**config.mk**
```make
export PLATFORM = sky130hd
export DESIGN_NAME = iwdg_wb_sequencer
export DESIGN_NICKNAME = d
export VERILOG_FILES = /design/src/rtl/iwdg_wb_sequencer.sv
export SDC_FILE = /design/constraint.sdc
export NUM_CORES = 1
export LEC_CHECK = 0
export CAP_MARGIN = 30
export CORE_ASPECT_RATIO = 0.9
export CORE_MARGIN = 2
export CORE_UTILIZATION = 48
export CTS_BUF_LIST = sky130_fd_sc_hd__clkbuf_2
export DETAILED_ROUTE_END_ITERATION = 8
export HOLD_SLACK_MARGIN = 0.03
export PLACE_DENSITY = 0.83
export SKIP_CTS_REPAIR_TIMING = 1
export SYNTH_ARGS = -nofsm -noshare
export SYNTH_HDL_FRONTEND = slang
export SYNTH_SLANG_ARGS = --single-unit
```
**constraint.sdc**
```tcl
create_clock -name clk_m2s -period 11.45 [get_ports clk_m2s]
set_input_delay 2.29 -clock clk_m2s [delete_from_list [all_inputs] [get_ports clk_m2s]]
set_output_delay 2.29 -clock clk_m2s [all_outputs]
set_load 0.02 [all_outputs]
```
**src/rtl/iwdg_wb_sequencer.sv**
```systemverilog
// Wishbone classic master that unlocks, configures, starts and then refreshes an IWDG slave.
// One bus transfer at a time; err aborts, rty re-issues, ack advances the sequence.
module iwdg_wb_sequencer #(
  parameter int unsigned GRL            = 1,
  parameter logic [31:0] BASE_ADR       = 32'h0100_0000,
  parameter int unsigned REFRESH_PERIOD = 0,
  parameter int unsigned POLL_MAX       = 255,
  parameter int unsigned RETRY_MAX      = 3
) (
  input  logic         clk_m2s,
  input  logic         rst_m2s,
  input  logic         start,
  input  logic [2:0]   cfg_pr,
  input  logic [11:0]  cfg_rlr,
  input  logic         refresh_req,
  output logic [31:0]  adr_m2s,
  output logic [31:0]  dat_m2s,
  output logic [GRL:0] sel_m2s,
  output logic         cyc_m2s,
  output logic         stb_m2s,
  output logic         we_m2s,
  output logic         lok_m2s,
  input  logic [31:0]  dat_s2m,
  input  logic         ack_s2m,
  input  logic         err_s2m,
  input  logic         rty_s2m,
  output logic         busy,
  output logic         armed,
  output logic         error,
  output logic [15:0]  refresh_cnt
);

  localparam int unsigned CW      = 32;
  localparam bit          AUTO_EN = (REFRESH_PERIOD != 0);
  localparam logic [CW-1:0] TMR_LAST = AUTO_EN ? CW'(REFRESH_PERIOD - 1) : '0;

  typedef enum logic [3:0] {
    S_IDLE, S_UNLOCK, S_WR_PR, S_WR_RLR, S_POLL, S_KICK, S_ARMED, S_REFRESH, S_ERROR
  } state_e;

  state_e          state_q, state_d;
  logic            cyc_q, cyc_d, we_q, we_d;
  logic [31:0]     adr_q, adr_d, dat_q, dat_d;
  logic [CW-1:0]   retry_q, retry_d, poll_q, poll_d, timer_q, timer_d;
  logic            pend_q, pend_d;
  logic [15:0]     rcnt_q, rcnt_d;
  logic [2:0]      pr_q, pr_d;
  logic [11:0]     rlr_q, rlr_d;
  logic            busy_q, busy_d, armed_q, armed_d, error_q, error_d;

  logic            is_bus, bus_we, term, tmr_exp;
  logic [3:0]      bus_off;
  logic [31:0]     bus_dat;
  state_e          nxt_st;
  logic            unused_dat;

  assign unused_dat = ^dat_s2m[31:2];
  assign term       = cyc_q && (ack_s2m || err_s2m || rty_s2m);
  assign tmr_exp    = AUTO_EN && (timer_q == TMR_LAST);

  // Transfer issued by each bus state and where its ack leads.
  always_comb begin
    is_bus  = 1'b0;
    bus_we  = 1'b1;
    bus_off = 4'h0;
    bus_dat = 32'h0;
    nxt_st  = state_q;
    case (state_q)
      S_UNLOCK:  begin is_bus = 1'b1; bus_dat = 32'h5555;     nxt_st = S_WR_PR;  end
      S_WR_PR:   begin is_bus = 1'b1; bus_off = 4'h4; bus_dat = 32'(pr_q);  nxt_st = S_WR_RLR; end
      S_WR_RLR:  begin is_bus = 1'b1; bus_off = 4'h8; bus_dat = 32'(rlr_q); nxt_st = S_POLL;   end
      S_POLL:    begin is_bus = 1'b1; bus_off = 4'hC; bus_we = 1'b0;        nxt_st = S_KICK;   end
      S_KICK:    begin is_bus = 1'b1; bus_dat = 32'hCCCC;     nxt_st = S_ARMED;  end
      S_REFRESH: begin is_bus = 1'b1; bus_dat = 32'hAAAA;     nxt_st = S_ARMED;  end
      default:   ;
    endcase
  end

  // Next-state logic for the sequence, bus handshake and refresh scheduling.
  always_comb begin
    state_d = state_q;
    cyc_d   = cyc_q;
    we_d    = we_q;
    adr_d   = adr_q;
    dat_d   = dat_q;
    retry_d = retry_q;
    poll_d  = poll_q;
    timer_d = timer_q;
    pend_d  = pend_q;
    rcnt_d  = rcnt_q;
    pr_d    = pr_q;
    rlr_d   = rlr_q;
    case (state_q)
      S_IDLE, S_ERROR: begin
        if (start) begin
          state_d = S_UNLOCK;
          pr_d    = cfg_pr;
          rlr_d   = cfg_rlr;
          retry_d = '0;
          poll_d  = '0;
        end
      end
      S_ARMED: begin
        if (refresh_req || tmr_exp) pend_d = 1'b1;
        if (pend_q) begin
          // leaving now absorbs any request raised in this cycle
          state_d = S_REFRESH;
          pend_d  = 1'b0;
        end else if (AUTO_EN && !tmr_exp) begin
          timer_d = timer_q + CW'(1);
        end
      end
      default: begin
        if (is_bus && !cyc_q) begin
          cyc_d = 1'b1;
          we_d  = bus_we;
          adr_d = BASE_ADR + 32'(bus_off);
          dat_d = bus_dat;
        end else if (is_bus && term) begin
          cyc_d = 1'b0;
          if (err_s2m) begin
            state_d = S_ERROR;
          end else if (rty_s2m) begin
            if (retry_q == CW'(RETRY_MAX)) state_d = S_ERROR;
            else retry_d = retry_q + CW'(1);
          end else begin
            retry_d = '0;
            if (state_q == S_POLL && dat_s2m[1:0] != 2'b00) begin
              if (poll_q + CW'(1) >= CW'(POLL_MAX)) state_d = S_ERROR;
              else poll_d = poll_q + CW'(1);
            end else begin
              state_d = nxt_st;
              if (state_q == S_REFRESH) rcnt_d = rcnt_q + 16'd1;
              if (state_q == S_REFRESH || state_q == S_KICK) timer_d = '0;
            end
          end
        end
      end
    endcase
    busy_d  = !(state_d == S_IDLE || state_d == S_ARMED || state_d == S_ERROR);
    armed_d = (state_d == S_ARMED);
    error_d = (state_d == S_ERROR);
  end

  always_ff @(posedge clk_m2s or posedge rst_m2s) begin
    if (rst_m2s) begin
      state_q <= S_IDLE;
      cyc_q   <= 1'b0;
      we_q    <= 1'b0;
      adr_q   <= '0;
      dat_q   <= '0;
      retry_q <= '0;
      poll_q  <= '0;
      timer_q <= '0;
      pend_q  <= 1'b0;
      rcnt_q  <= '0;
      pr_q    <= '0;
      rlr_q   <= '0;
      busy_q  <= 1'b0;
      armed_q <= 1'b0;
      error_q <= 1'b0;
    end else begin
      state_q <= state_d;
      cyc_q   <= cyc_d;
      we_q    <= we_d;
      adr_q   <= adr_d;
      dat_q   <= dat_d;
      retry_q <= retry_d;
      poll_q  <= poll_d;
      timer_q <= timer_d;
      pend_q  <= pend_d;
      rcnt_q  <= rcnt_d;
      pr_q    <= pr_d;
      rlr_q   <= rlr_d;
      busy_q  <= busy_d;
      armed_q <= armed_d;
      error_q <= error_d;
    end
  end

  assign adr_m2s     = adr_q;
  assign dat_m2s     = dat_q;
  assign cyc_m2s     = cyc_q;
  assign stb_m2s     = cyc_q;
  assign we_m2s      = we_q;
  assign sel_m2s     = {(GRL+1){cyc_q}};
  assign lok_m2s     = 1'b0;
  assign busy        = busy_q;
  assign armed       = armed_q;
  assign error       = error_q;
  assign refresh_cnt = rcnt_q;

endmodule
```
Word-level counts from Yosys, hierarchy flattened
Index checks and enable logic that the tools add are counted.
{ "word_totals": {"regBits": 169, "input_bits": 54, "out_inout_bits": 89, "word_cells": 101} }
{ "op_classes": {"n_addsub": 4, "magnitude_cmp": 1, "n_eq_ne": 17, "n_mux": 33, "n_bitwise": 6, "reduce_logical": 26} }
{ "op_table": {"columns": ["op", "count"], "rows": [
  ["two-way mux 32 bit", 12],
  ["case mux 32 bit (2 select lines)", 2],
  ["case mux 16 bit (5 select lines)", 1],
  ["adder 32 x 1 -> 32 bit (second input constant)", 2],
  ["two-way mux 4 bit", 9],
  ["== test 32 x 2 -> 1 bit (second input constant)", 1],
  ["greater-or-equal comparator 32 x 8 -> 1 bit (second input constant)", 1],
  ["adder 25 x 4 -> 26 bit (first input constant)", 1],
  ["== test 4 x 3 -> 1 bit (second input constant)", 5],
  ["case mux 4 bit (5 select lines)", 1],
  ["adder 16 x 1 -> 16 bit (second input constant)", 1],
  ["case mux 4 bit (3 select lines)", 1],
  ["== test 4 x 2 -> 1 bit (second input constant)", 2],
  ["== test 4 bit (second input constant)", 2],
  ["logical NOT 4 bit", 2],
  ["inequality test 2 x 1 -> 1 bit (second input constant)", 4],
  ["case mux 4 bit (2 select lines)", 1],
  ["AND reduction 8 bit", 1],
  ["nonzero test 2 bit", 4],
  ["AND reduction 7 bit", 1],
  ["two-way mux 1 bit", 6],
  ["inverter 1 bit", 6],
  ["AND reduction 2 bit", 3],
  ["AND reduction 6 bit", 1],
  ["other kinds (9)", 17]
]} }

Longest topological paths before layout
Gate-level depths: netlist of the first run.
{ "depth": {"word_depth": 13, "ltp_mapped": 11, "ltp_nobuf": 9} }

Least setup slack after synthesis of the first run
Ideal clock, no wire load.
{ "synth_timing": {"path_kind": "input to register", "from": "input start", "to": "register busy_q, in the netlist busy", "setup_ns": 0.132, "t_arrival_ns": 4.126, "setup_slack_ns": 7.192, "stages": 8, "path_buffers": 1, "cell_sequence": "nor4b_1 > clkbuf_1 > nor2_1 > o41ai_1 > nand2_1 > mux2_2 > o21ai_0 > nor2_1"} }
{ "synth_via": {"elab_chain_len": 6, "elab_cells_between_ends": 8, "cone_classes": "2 x eq/ne; 2 x mux; 4 x reduce/logical"} }
{ "synth_lines": {"columns": ["item", "line_no", "source"], "rows": [
  ["start: declaration", "12", "input logic start,"],
  ["two-way mux 4 bit (*)", "95", "if (start) begin"],
  ["case mux 4 bit (2 select lines) (*)", "93", "case (state_q)"],
  ["== test 4 x 3 -> 1 bit / logical NOT 4 bit (equally long branches)", "140", "busy_d = !(state_d == S_IDLE || state_d == S_ARMED || state_d == S_ERROR);"],
  ["logical OR 1 bit", "140", null],
  ["logical OR 1 bit (*)", "140", null],
  ["logical NOT 1 bit (*)", "140", null],
  ["via busy_d", "49", "logic busy_q, busy_d, armed_q, armed_d, error_q, error_d;"],
  ["end signal: assignment", "175", "busy_q <= busy_d;"],
  ["end: declaration", "49", null]
]} }
The timed path passes the listed nets; every way through them passes the cells marked *.
A chain may end at the register's enable or synchronous reset.

Worst setup path in the final report of the first run
{ "layout_timing": {"from": "input rty_s2m", "to": "register retry_q[26]"} }
{ "layout_via": {"elab_chain_len": 5, "elab_cells_between_ends": 11, "cone_classes": "1 x eq/ne; 5 x mux; 5 x reduce/logical"} }
{ "layout_lines": {"columns": ["item", "line_no", "source"], "rows": [
  ["start: declaration", "26", "input logic rty_s2m,"],
  ["two-way mux 32 bit / logical OR 1 bit (equally long branches)", "123, 58", null],
  ["two-way mux 32 bit / logical AND 1 bit (equally long branches)", "121, 58", null],
  ["two-way mux 32 bit / logical AND 1 bit (equally long branches)", "119", "end else if (is_bus && term) begin"],
  ["two-way mux 32 bit / nonzero test 2 bit (equally long branches)", null, null],
  ["case mux 32 bit (2 select lines) / AND reduction 6 bit (equally long branches)", null, null],
  ["end signal: assignment", "168", "retry_q <= retry_d;"],
  ["end: declaration", "44", "logic [CW-1:0] retry_q, retry_d, poll_q, poll_d, timer_q, timer_d;"]
]} }
Several ways; a longest one is shown, not always the timed one. The select of a mux whose other input is x is not followed.

==> qor_table.md, run 1 <==
| Quantity | This run |
| --- | --- |
| Endpoint required time on the critical path | 12090 ps |
| Share of post-route cells with drive strength above 1 | 0.0973 |
| Post-Synth Adder-Cell Area | 0.00745 |
| Post-synthesis sequential area ratio | 0.462 |
| Number of max-cap violations | 0 |
| WP data arrival | 5230 ps |
| Post-layout min period | 4590 ps |
| Most common cell after layout, fill and taps aside | sky130_fd_sc_hd__dfrtp_1 |
| Post-Synth Simple-Gate Area | 0.246 |
| Kind of path behind the tightest hold check | reg -> reg |
| DRC marker count from the first detailed-route iteration | 348 |
| Post-detailed-route count of antenna-violating nets | 0 |
| Peak ir drop on the vdd network | 0.0923 mV |
| DIE AREA | 15000 um2 |
| Weighted congestion reported at the end of routability-driven placement | 0.858 |
| Total CTS buffers | 17 |
| Element type at the critical path start | input pin |
| Detail Placement HPWL | 9.95 mm |
| Detailed Route WL | 14.6 mm |
| Area of the placeable core | 13900 um2 |
| Critical path class | in -> reg |
| Synthesized flop and latch total | 124 |
| R2r startpoint | state_q[0] |
| Post-DR vias/cell | 5.60 |
| Worst relative slew slack | 0.415 |
| Final Hold Violating Endpoints | 0 |
| Number of remaining DRC errors | 0 |
| Total negative slack | 0 ps |
| Area Overhead vs Synth | 12.4% |
| Die X-Extent | 129 um |
| Share of synthesized area spent on multiplexers | 0.0380 |
| Yosys Warn Count | 0 |
| Final Cycle Share | 0.401 |
| CTS tree | yes |
| Final Max Slew Viols | 0 |
| Parity-gate share of the synthesized area counting xor and xnor cells | 0.0638 |
| Outcome | completed |
| Proportion of synthesized flip-flops having asynchronous set or reset | 1.00 |
| Maximum clock rate | 218 MHz |
| RSZ-0062 raised after global routing | no |
| Port Buffers | 66 |
| Mean area per synthesized cell | 9.48 um2 |
| Number of distinct library cell variants in the gate-level netlist after synthesis | 63 |
| Commonest non-fill, non-tap cells in the layout | sky130_fd_sc_hd__dfrtp_1, sky130_fd_sc_hd__nor2_1, sky130_fd_sc_hd__nand2_1 |
| Slew at the pin closest to its max-slew limit | 877 ps |
| Post-Route Skew | 40.8 ps |
| Initial antenna violation count | 1 |
| Root buf cell | sky130_fd_sc_hd__clkbuf_2 |
| Number of top-level pins | 143 |
| Total Power Consumption | 1.41 mW |
| Starting Density | 0.485 |
| Total iterations of the first detailed-routing run | 5 |
| GR Overflow Total | 0 |
| Endpoint of the most critical register-to-register path | retry_q[26] |
| Critical path endpoint category | register |
| Nets@finish | 826 |
| Number of global-route vias before repair | 4784 |
| Flop2flop setup slack | 8050 ps |
| Gr usage total | 0.203 |
| Die extent in y | 116 um |
| Routed len/inst | 15.3 um |
| Origin of the worst min-delay path | refresh_cnt[15] |
| Vias post-DR | 5345 |
| Largest family of logic cells by synthesized area | simple AND/OR/NAND/NOR gates |
| Site Rows | 41 |
| Insertion delay of the later-clocked pin in the worst-skew pair | 750 ps |
| Final number of setup-violating endpoints | 0 |
| Hold Crit Depth | 1 |
| Count of flip-flops with a built-in enable after synthesis | 0 |
| Post-Place Cells | 921 |
| Number of cells produced by synthesis | 709 |
| Maximum net fanout on the critical path | 8 |
| Netlist Area Pre-Place | 6720 um2 |
| Worst Reg-to-Reg Cells | 8 |
| Number of H-tree branching levels | 4 |
| CTS Sinks | 124 |
| Power density of the placed cells | 187 nW/um2 |
| Compound-gate portion of the synthesized area | 0.101 |
| First-pass GRT wire length | 23.8 mm |
| Clock tree buffer depth | 2 |
| Largest net degree at the start of global routing | 72 |
| Number of cells in the finished layout apart from fillers | 954 |
| Synth Flop Type | sky130_fd_sc_hd__dfrtp_1 |
| Clock edge transition at the registers on the reported setup and hold paths | 200 ps |
| Pleak | 3.38 nW |
| Capture endpoint of the worst hold path | refresh_cnt[15] |
## critical path, stage by stage
cell and delay, ps:
sky130_fd_sc_hd__clkdlybuf4s50_1 720, sky130_fd_sc_hd__nor2_1 140, sky130_fd_sc_hd__a2111oi_4 420, sky130_fd_sc_hd__o32a_1 360, sky130_fd_sc_hd__nand4_1 280, sky130_fd_sc_hd__nor4_1 600, sky130_fd_sc_hd__nand3_1 190, sky130_fd_sc_hd__xor2_1 160
sky130_fd_sc_hd__nor2_1 50
## flip-flops by register name, summed over array words and instances, names as in the netlist, 3 cells and up
name,cells
retry_q,32
state_q,4
dat_m2s,16
rlr_q,12
adr_m2s,3
poll_q,32
refresh_cnt,16
pr_q,3
## kinds of logic (layout without fill, tap and decap cells)
group / count (synthesis) / after routing
xor gates and xnor gates: 49 / 49
adders and majority gates: 4 / 4
DFF: 124 / 124
other: 1 / 47
muxes: 23 / 23
buffers and inverters: 91 / 118
and+or+nand+nor: 321 / 321
AOI/OAI and AO/OA: 96 / 96
## metal layers
layer | global-route usage | part of all wire
met4 | 0.0804 | 0.022
met3 | 0.0476 | 0.060
met2 | 0.318 | 0.48
met5 | 0 | 0
met1 | 0.276 | 0.44
## cell type report
cell class	count	area [um2]
well taps	172	215
inverters	13	51.3
fillers	1227	6290
repair buffers	73	713
diodes	1	2.50
clock buffers	17	85.1
clock inverters	15	136
flip-flops and latches	124	3100
multi-input cells	539	3250
## metrics by stage
| stage | util | area (um2) | worst slack (ps) | hold slack [ps] |
|---|---|---|---|---|
| after floorplan | - | 6890 | 5860 | 451 |
| after global placement | 0.529 | 7320 | 6160 | 454 |
| after detailed placement | 0.529 | 7330 | 6150 | 458 |
| after CTS | 0.545 | 7550 | 6960 | 492 |
| after global routing | 0.546 | 7560 | 6710 | 496 |
| final | 0.546 | 7560 | 6860 | 491 |
## power by group
| group | leakage (nW) | switching [mW] | total, mW | internal, mW |
|---|---|---|---|---|
| Combinational | 1.61 | 0.298 | 0.516 | 0.218 |
| Sequential | 1.64 | 0.105 | 0.624 | 0.519 |
| Clock | 0.136 | 0.189 | 0.272 | 0.0824 |
## how the worst max path moves through the flow
stage          slack (ps)  startpoint  cells past startpoint     endpoint
4_1_cts              6960     rty_s2m                      9  retry_q[26]
3_5_place_dp         6150     rty_s2m                      9  retry_q[26]
5_1_grt              6710     rty_s2m                      9  retry_q[26]
6_report             6860     rty_s2m                      9  retry_q[26]
2_1_floorplan        5860     rst_m2s                      1  adr_m2s[24]
3_3_place_gp         6160     rty_s2m                      9  retry_q[28]
## cells in the mapped netlist (2+ instances only)
cell type / count / area [um2]
sky130_fd_sc_hd__or3_1: 9 / 56.3
sky130_fd_sc_hd__xnor2_1: 22 / 193
sky130_fd_sc_hd__nand2b_1: 6 / 37.5
sky130_fd_sc_hd__dfrtp_1: 124 / 3100
sky130_fd_sc_hd__nor2b_1: 25 / 156
sky130_fd_sc_hd__nor4b_1: 2 / 17.5
sky130_fd_sc_hd__or2_2: 3 / 18.8
sky130_fd_sc_hd__nor3b_1: 2 / 15.0
sky130_fd_sc_hd__nand4_1: 28 / 175
sky130_fd_sc_hd__buf_4: 49 / 368
sky130_fd_sc_hd__buf_6: 2 / 22.5
sky130_fd_sc_hd__inv_1: 12 / 45.0
sky130_fd_sc_hd__a21oi_1: 23 / 115
sky130_fd_sc_hd__a31oi_1: 7 / 43.8
sky130_fd_sc_hd__and2_1: 5 / 31.3
sky130_fd_sc_hd__nor4_1: 14 / 87.6
sky130_fd_sc_hd__o41ai_1: 5 / 43.8
sky130_fd_sc_hd__o31ai_1: 7 / 52.6
sky130_fd_sc_hd__nand2_1: 69 / 259
sky130_fd_sc_hd__nand4b_1: 2 / 17.5
sky130_fd_sc_hd__and3_1: 12 / 75.1
sky130_fd_sc_hd__xor2_1: 27 / 236
sky130_fd_sc_hd__or4_1: 4 / 30.0
sky130_fd_sc_hd__a41o_1: 3 / 30.0
sky130_fd_sc_hd__a2111oi_4: 2 / 55.1
sky130_fd_sc_hd__clkbuf_1: 18 / 67.6
sky130_fd_sc_hd__buf_2: 7 / 35.0
sky130_fd_sc_hd__ha_1: 4 / 50.1
sky130_fd_sc_hd__nor2_1: 75 / 282
sky130_fd_sc_hd__nand3_1: 38 / 190
sky130_fd_sc_hd__nor3_1: 16 / 80.1
sky130_fd_sc_hd__o22a_1: 2 / 17.5
sky130_fd_sc_hd__and4_1: 5 / 43.8
sky130_fd_sc_hd__mux2i_1: 3 / 30.0
sky130_fd_sc_hd__o21ai_0: 24 / 120
sky130_fd_sc_hd__a31o_2: 4 / 35.0
sky130_fd_sc_hd__mux2_2: 20 / 225
sky130_fd_sc_hd__o22ai_1: 4 / 25.0
No activity file was read; power rests on OpenSTA's default activity.
==> run 2: changes to the inputs <==
==> constraint.sdc (replaced) <==
create_clock -name clk_m2s -period 4.77 [get_ports clk_m2s]
set_input_delay 0.954 -clock clk_m2s [delete_from_list [all_inputs] [get_ports clk_m2s]]
set_output_delay 0.954 -clock clk_m2s [all_outputs]
set_load 0.02 [all_outputs]
==> run 2 against run 1 <==
Power is 140% higher. Core utilization is 0.38 points higher. Clock skew decreased by 11 ps. Register-to-register slack worse by 6700 ps. Largest power group unchanged. Via count up 0.13%. Hold slack lost 41 ps.
==> qor_table.md, run 2 (synthesis results as in run 1) <==
| Quantity | This run |
| --- | --- |
| Outcome | completed |
| Initial antenna violation count | 0 |
| Post-layout utilization of the core | 0.549 |
| Number of global-route vias before repair | 4888 |
| Total negative slack | 0 ps |
| Flop2flop setup slack | 1350 ps |
| Sequential share of power | 0.431 |
| Largest net degree at the start of global routing | 78 |
| Number of H-tree branching levels | 4 |
| Area of the placeable core | 13900 um2 |
| Final Hold Violating Endpoints | 0 |
| Insertion delay of the later-clocked pin in the worst-skew pair | 720 ps |
| Commonest non-fill, non-tap cells in the layout | sky130_fd_sc_hd__dfrtp_1, sky130_fd_sc_hd__nor2_1, sky130_fd_sc_hd__nand2_1 |
| Power density of the placed cells | 449 nW/um2 |
| Post-layout min period | 3420 ps |
| WP data arrival | 4040 ps |
| Total iterations of the first detailed-routing run | 7 |
| Endpoint required time on the critical path | 5390 ps |
| Maximum net fanout on the critical path | 18 |
| Clock tree buffer depth | 2 |
| Routed len/inst | 15.1 um |
| Slew at the pin closest to its max-slew limit | 861 ps |
| Finished Cell Area | 7610 um2 |
| Detailed Route WL | 14.4 mm |
| Critical path class | reg -> reg |
| Site Rows | 41 |
| Final Cycle Share | 0.717 |
| Most common cell after layout, fill and taps aside | sky130_fd_sc_hd__dfrtp_1 |
| Area Overhead vs Synth | 13.2% |
| Internal power of the cells | 2.02 mW |
| Post-DR vias/cell | 5.60 |
| Die X-Extent | 129 um |
| Vias post-DR | 5352 |
| Weighted congestion reported at the end of routability-driven placement | 0.852 |
| Number of top-level pins | 143 |
| DIE AREA | 15000 um2 |
| Worst relative slew slack | 0.421 |
| Starting Density | 0.485 |
| Combinational cell fraction of total power | 0.373 |
| Post-detailed-route count of antenna-violating nets | 0 |
| Nets@finish | 829 |
| Number of filler instances in the final layout | 1221 |
| Final antenna diode count | 0 |
| Gr usage total | 0.205 |
| Maximum clock rate | 292 MHz |
| Start point of the critical path | state_q[2] |
| Die extent in y | 116 um |
| First-pass GRT wire length | 24.4 mm |
| Peak ir drop on the vdd network | 0.204 mV |
| R2r startpoint | state_q[2] |
| Final number of setup-violating endpoints | 0 |
| RSZ-0062 raised after global routing | no |
| Number of remaining DRC errors | 0 |
| Total CTS buffers | 17 |
| Root buf cell | sky130_fd_sc_hd__clkbuf_2 |
| Switching power total | 1.39 mW |
| GR Overflow Total | 0 |
| Pleak | 3.42 nW |
| Critical path endpoint category | register |
| Clock edge transition at the registers on the reported setup and hold paths | 200 ps |
| Kind of path behind the tightest hold check | in -> async |
| CTS Sinks | 124 |
| Detail Placement HPWL | 10.1 mm |
| Largest registers | poll_q (32), retry_q (32) |
| CTS tree | yes |
| Final Max Slew Viols | 0 |
| Placed Area | 7350 um2 |
| Share of post-route cells with drive strength above 1 | 0.101 |
| Element type at the critical path start | register |
| Clock share of power | 0.196 |
| Number of max-cap violations | 0 |
| Post-Route Skew | 30.1 ps |
| Port Buffers | 66 |
| DRC marker count from the first detailed-route iteration | 416 |
| Switching share of power | 0.408 |
-- run 2: final timing paths --
kind                                        end  depth (start not counted)
worst min-delay path                 poll_q[19]                          2
min in group clk_m2s            refresh_cnt[15]                          1
max in group asynchronous           retry_q[26]                          4
worst min register to register  refresh_cnt[15]                          1
worst max-delay path                retry_q[26]                          8
worst max register to register      retry_q[26]                          8
-- run 2: power by group through the flow --
stage | registers, mW | logic, mW | clock network [mW]
after detailed placement | 1.49 | 1.27 | 0
after global placement | 1.48 | 1.23 | 0
after floorplan | 1.47 | 0.904 | 0
final | 1.47 | 1.27 | 0.670
after global routing | 1.50 | 1.40 | 0.722
after CTS | 1.47 | 1.27 | 0.686
-- run 2: per-layer routing --
layer / up-vias / GRT usage / share of wire
li1: 2543 / - / -
met1: 2613 / 0.280 / 0.44
met2: 171 / 0.330 / 0.49
met3: 25 / 0.0463 / 0.053
met4: 0 / 0.0659 / 0.018
met5: - / 0 / 0
-- run 2: stage by stage --
| step | hold WS (ps) | total power, mW | cells | worst slack [ps] |
|---|---|---|---|---|
| after floorplan | 451 | 2.37 | 754 | 517 |
| after global placement | 454 | 2.71 | 923 | 843 |
| after CTS | 503 | 3.42 | 955 | 1450 |
| after detailed placement | 462 | 2.75 | 923 | 746 |
| final | 450 | 3.42 | 956 | 1350 |
| after global routing | 408 | 3.63 | 956 | 1010 |
-- run 2: cell type report --
class,instances,area (um2),area share
timing repair buffer,76,756,0.0993
sequential,124,3100,0.408
clock inverter,14,144,0.0189
tap,172,215,0.0283
inverter,13,51.3,0.00674
clock buffer,18,90.1,0.0118
multi-input combinational,539,3250,0.427
-- run 2: critical path: stages, from the launching register on --
cell	delay [ps]
sky130_fd_sc_hd__dfrtp_1	800
sky130_fd_sc_hd__xnor2_1	260
sky130_fd_sc_hd__a2111oi_4	530
sky130_fd_sc_hd__o32a_1	370
sky130_fd_sc_hd__nand4_1	290
sky130_fd_sc_hd__nor4_1	650
sky130_fd_sc_hd__nand3_1	190
sky130_fd_sc_hd__xor2_1	180
sky130_fd_sc_hd__nor2_1	50
==> run 3: changes to the inputs <==
==> constraint.sdc (replaced) <==
create_clock -name clk_m2s -period 3.3 [get_ports clk_m2s]
set_input_delay 0.66 -clock clk_m2s [delete_from_list [all_inputs] [get_ports clk_m2s]]
set_output_delay 0.66 -clock clk_m2s [all_outputs]
set_load 0.02 [all_outputs]
==> run 3 against run 2 <==
Register-to-register slack got worse by 980 ps. Hold slack lost 33 ps. Clock power increased by 54%. Global-route usage increased by 0.29 points. Cell count grew 1.9%. Maximum frequency is 17% higher. Wire length grew 2.2%. Die area unchanged. Sequential share of layout area decreased by 0.82 points. Count of clock-buffer cells in the layout down 1. Critical endpoint is now poll_q[0].
==> qor_table.md, run 3 (synthesis results as in run 1) <==
| Quantity | This run |
| --- | --- |
| DIE AREA | 15000 um2 |
| Number of remaining DRC errors | 0 |
| Total CTS buffers | 17 |
| Nets@finish | 848 |
| DRC marker count from the first detailed-route iteration | 376 |
| Final Cycle Share | 0.888 |
| Switching share of power | 0.395 |
| Most crowded layer after global routing | met2 |
| Pleak | 3.49 nW |
| R2r startpoint | poll_q[5] |
| Vias post-DR | 5338 |
| Total iterations of the first detailed-routing run | 5 |
| Number of global-route vias before repair | 5135 |
| Commonest non-fill, non-tap cells in the layout | sky130_fd_sc_hd__dfrtp_1, sky130_fd_sc_hd__nor2_1, sky130_fd_sc_hd__nand2_1 |
| RSZ-0062 raised after global routing | no |
| Outcome | completed |
| Port Buffers | 66 |
| Internal power of the cells | 3.09 mW |
| Starting Density | 0.485 |
| Area of the placeable core | 13900 um2 |
| Worst relative slew slack | 0.401 |
| Crit path setup slack, layout | 371 ps |
| Clock tree buffer depth | 2 |
| CTS tree | yes |
| Power density of the placed cells | 659 nW/um2 |
| Gr usage total | 0.208 |
| Met3 demand-to-capacity share in global routing | 0.0554 |
| Final antenna diode count | 0 |
| Largest stage delay on the critical path | 670 ps |
| Detailed Route WL | 14.7 mm |
| Routed len/inst | 15.1 um |
| Area Overhead vs Synth | 15.5% |
| WP data arrival | 3500 ps |
| Insertion delay of the later-clocked pin in the worst-skew pair | 700 ps |
| GR Overflow Total | 0 |
| Number of max-cap violations | 0 |
| Critical path endpoint | poll_q[0] |
| Pre-CTS WS | 183 ps |
| Flop2flop setup slack | 370 ps |
| Post-Route Skew | 36.7 ps |
| Combinational cell fraction of total power | 0.404 |
| Site Rows | 41 |
| Die extent in y | 116 um |
| Final number of setup-violating endpoints | 0 |
| Post-DR vias/cell | 5.48 |
| Final Max Slew Viols | 0 |
| Kind of path behind the tightest hold check | in -> async |
| Root buf cell | sky130_fd_sc_hd__clkbuf_2 |
| Number of H-tree branching levels | 4 |
| Most common cell after layout, fill and taps aside | sky130_fd_sc_hd__dfrtp_1 |
| Endpoint of the most critical register-to-register path | poll_q[0] |
| Die X-Extent | 129 um |
| Post-layout min period | 2930 ps |
| Endpoint required time on the critical path | 3870 ps |
| Element type at the critical path start | register |
| Total negative slack | 0 ps |
| First-pass GRT wire length | 24.6 mm |
| Maximum net fanout on the critical path | 26 |
| Critical path endpoint category | register |
| Sequential share of power | 0.396 |
| Worst Reg-to-Reg Cells | 8 |
| Post-detailed-route count of antenna-violating nets | 0 |
| Slew at the pin closest to its max-slew limit | 899 ps |
| Met2 track demand over resource in global routing | 0.338 |
| Share of post-route cells with drive strength above 1 | 0.120 |
| Switching power total | 2.02 mW |
| Clock share of power | 0.201 |
| Largest net degree at the start of global routing | 125 |
| Largest registers | poll_q (32), retry_q (32) |
| Cell Chain, Critical Path | nand3_1 -> or4_1 -> nor2_1 -> o2111a_1 -> o21ai_0 -> nor2_1 -> a41o_4 -> mux2i_1 |
| Clock edge transition at the registers on the reported setup and hold paths | 210 ps |
| CTS Sinks | 124 |
| Detail Placement HPWL | 10.3 mm |
| Start point of the critical path | poll_q[5] |
| GR Layer Usage met1 | 0.273 |
| Peak ir drop on the vdd network | 0.303 mV |
| Most frequent cell on the critical path | sky130_fd_sc_hd__nor2_1 |
| Number of top-level pins | 143 |
| Maximum clock rate | 341 MHz |
| Worst-path cell with the longest stage delay | sky130_fd_sc_hd__or4_1 |
| Final Hold Violating Endpoints | 0 |
| Critical path class | reg -> reg |
| Weighted congestion reported at the end of routability-driven placement | 0.842 |
| Initial antenna violation count | 0 |
## run 3: cell types whose count changed in the layout (fill, tap and decap cells not counted)
cell and delta:
sky130_fd_sc_hd__bufinv_16 +1, sky130_fd_sc_hd__inv_4 -1, sky130_fd_sc_hd__clkinv_4 -2, sky130_fd_sc_hd__clkinvlp_4 +4, sky130_fd_sc_hd__clkbuf_2 -1, sky130_fd_sc_hd__buf_4 +19, sky130_fd_sc_hd__clkinv_2 -3, sky130_fd_sc_hd__buf_16 -1
sky130_fd_sc_hd__clkinv_1 +1, sky130_fd_sc_hd__buf_12 +1
## run 3: final cells by class
type	count	area (um2)
tap	172	215
sequential	124	3100
clock inverter	14	168
inverter	13	52.6
clock buffer	17	85.1
timing repair buffer	95	891
fill	1196	6090
multi-input combinational	539	3250
## run 3: worst min path at each step
stage | start | endpoint
finish | rst_m2s | dat_m2s[0]
global route | rst_m2s | dat_m2s[6]
CTS | rst_m2s | dat_m2s[6]
detailed placement | adr_m2s[24] | adr_m2s[24]
global placement | adr_m2s[24] | adr_m2s[24]
floorplan | pend_q | pend_q
## run 3: worst max-delay path, delay by kind of cell (launching register included)
kind / cells / cell delay (ps)
compound gates: 3 / 740
mux: 1 / 110
simple gates: 4 / 1430
flops: 1 / 520
## run 3: power groups by stage
stage	combinational [mW]	clock (mW)	sequential [mW]
2_1_floorplan	1.31	0	2.12
3_3_place_gp	2.01	0	2.04
3_5_place_dp	2.06	0	2.05
4_1_cts	2.07	1.06	2.02
5_1_grt	2.27	1.12	2.06
6_report	2.06	1.03	2.02
## run 3: per-stage QoR
stage	cell area, um2	instances	hold slack, ps	utilization	total power [mW]
final	7760	974	418	0.561	5.11
after global routing	7760	974	458	0.561	5.45
after CTS	7760	974	448	0.561	5.15
after detailed placement	7510	943	456	0.542	4.11
after global placement	7510	943	453	0.542	4.05
after floorplan	6890	754	451	-	3.43
## run 3: routing by layer
layer	wire, um	vias up
met4	270	0
met1	6700	2605
met3	584	30
met5	0	-
met2	7170	119
li1	-	2584
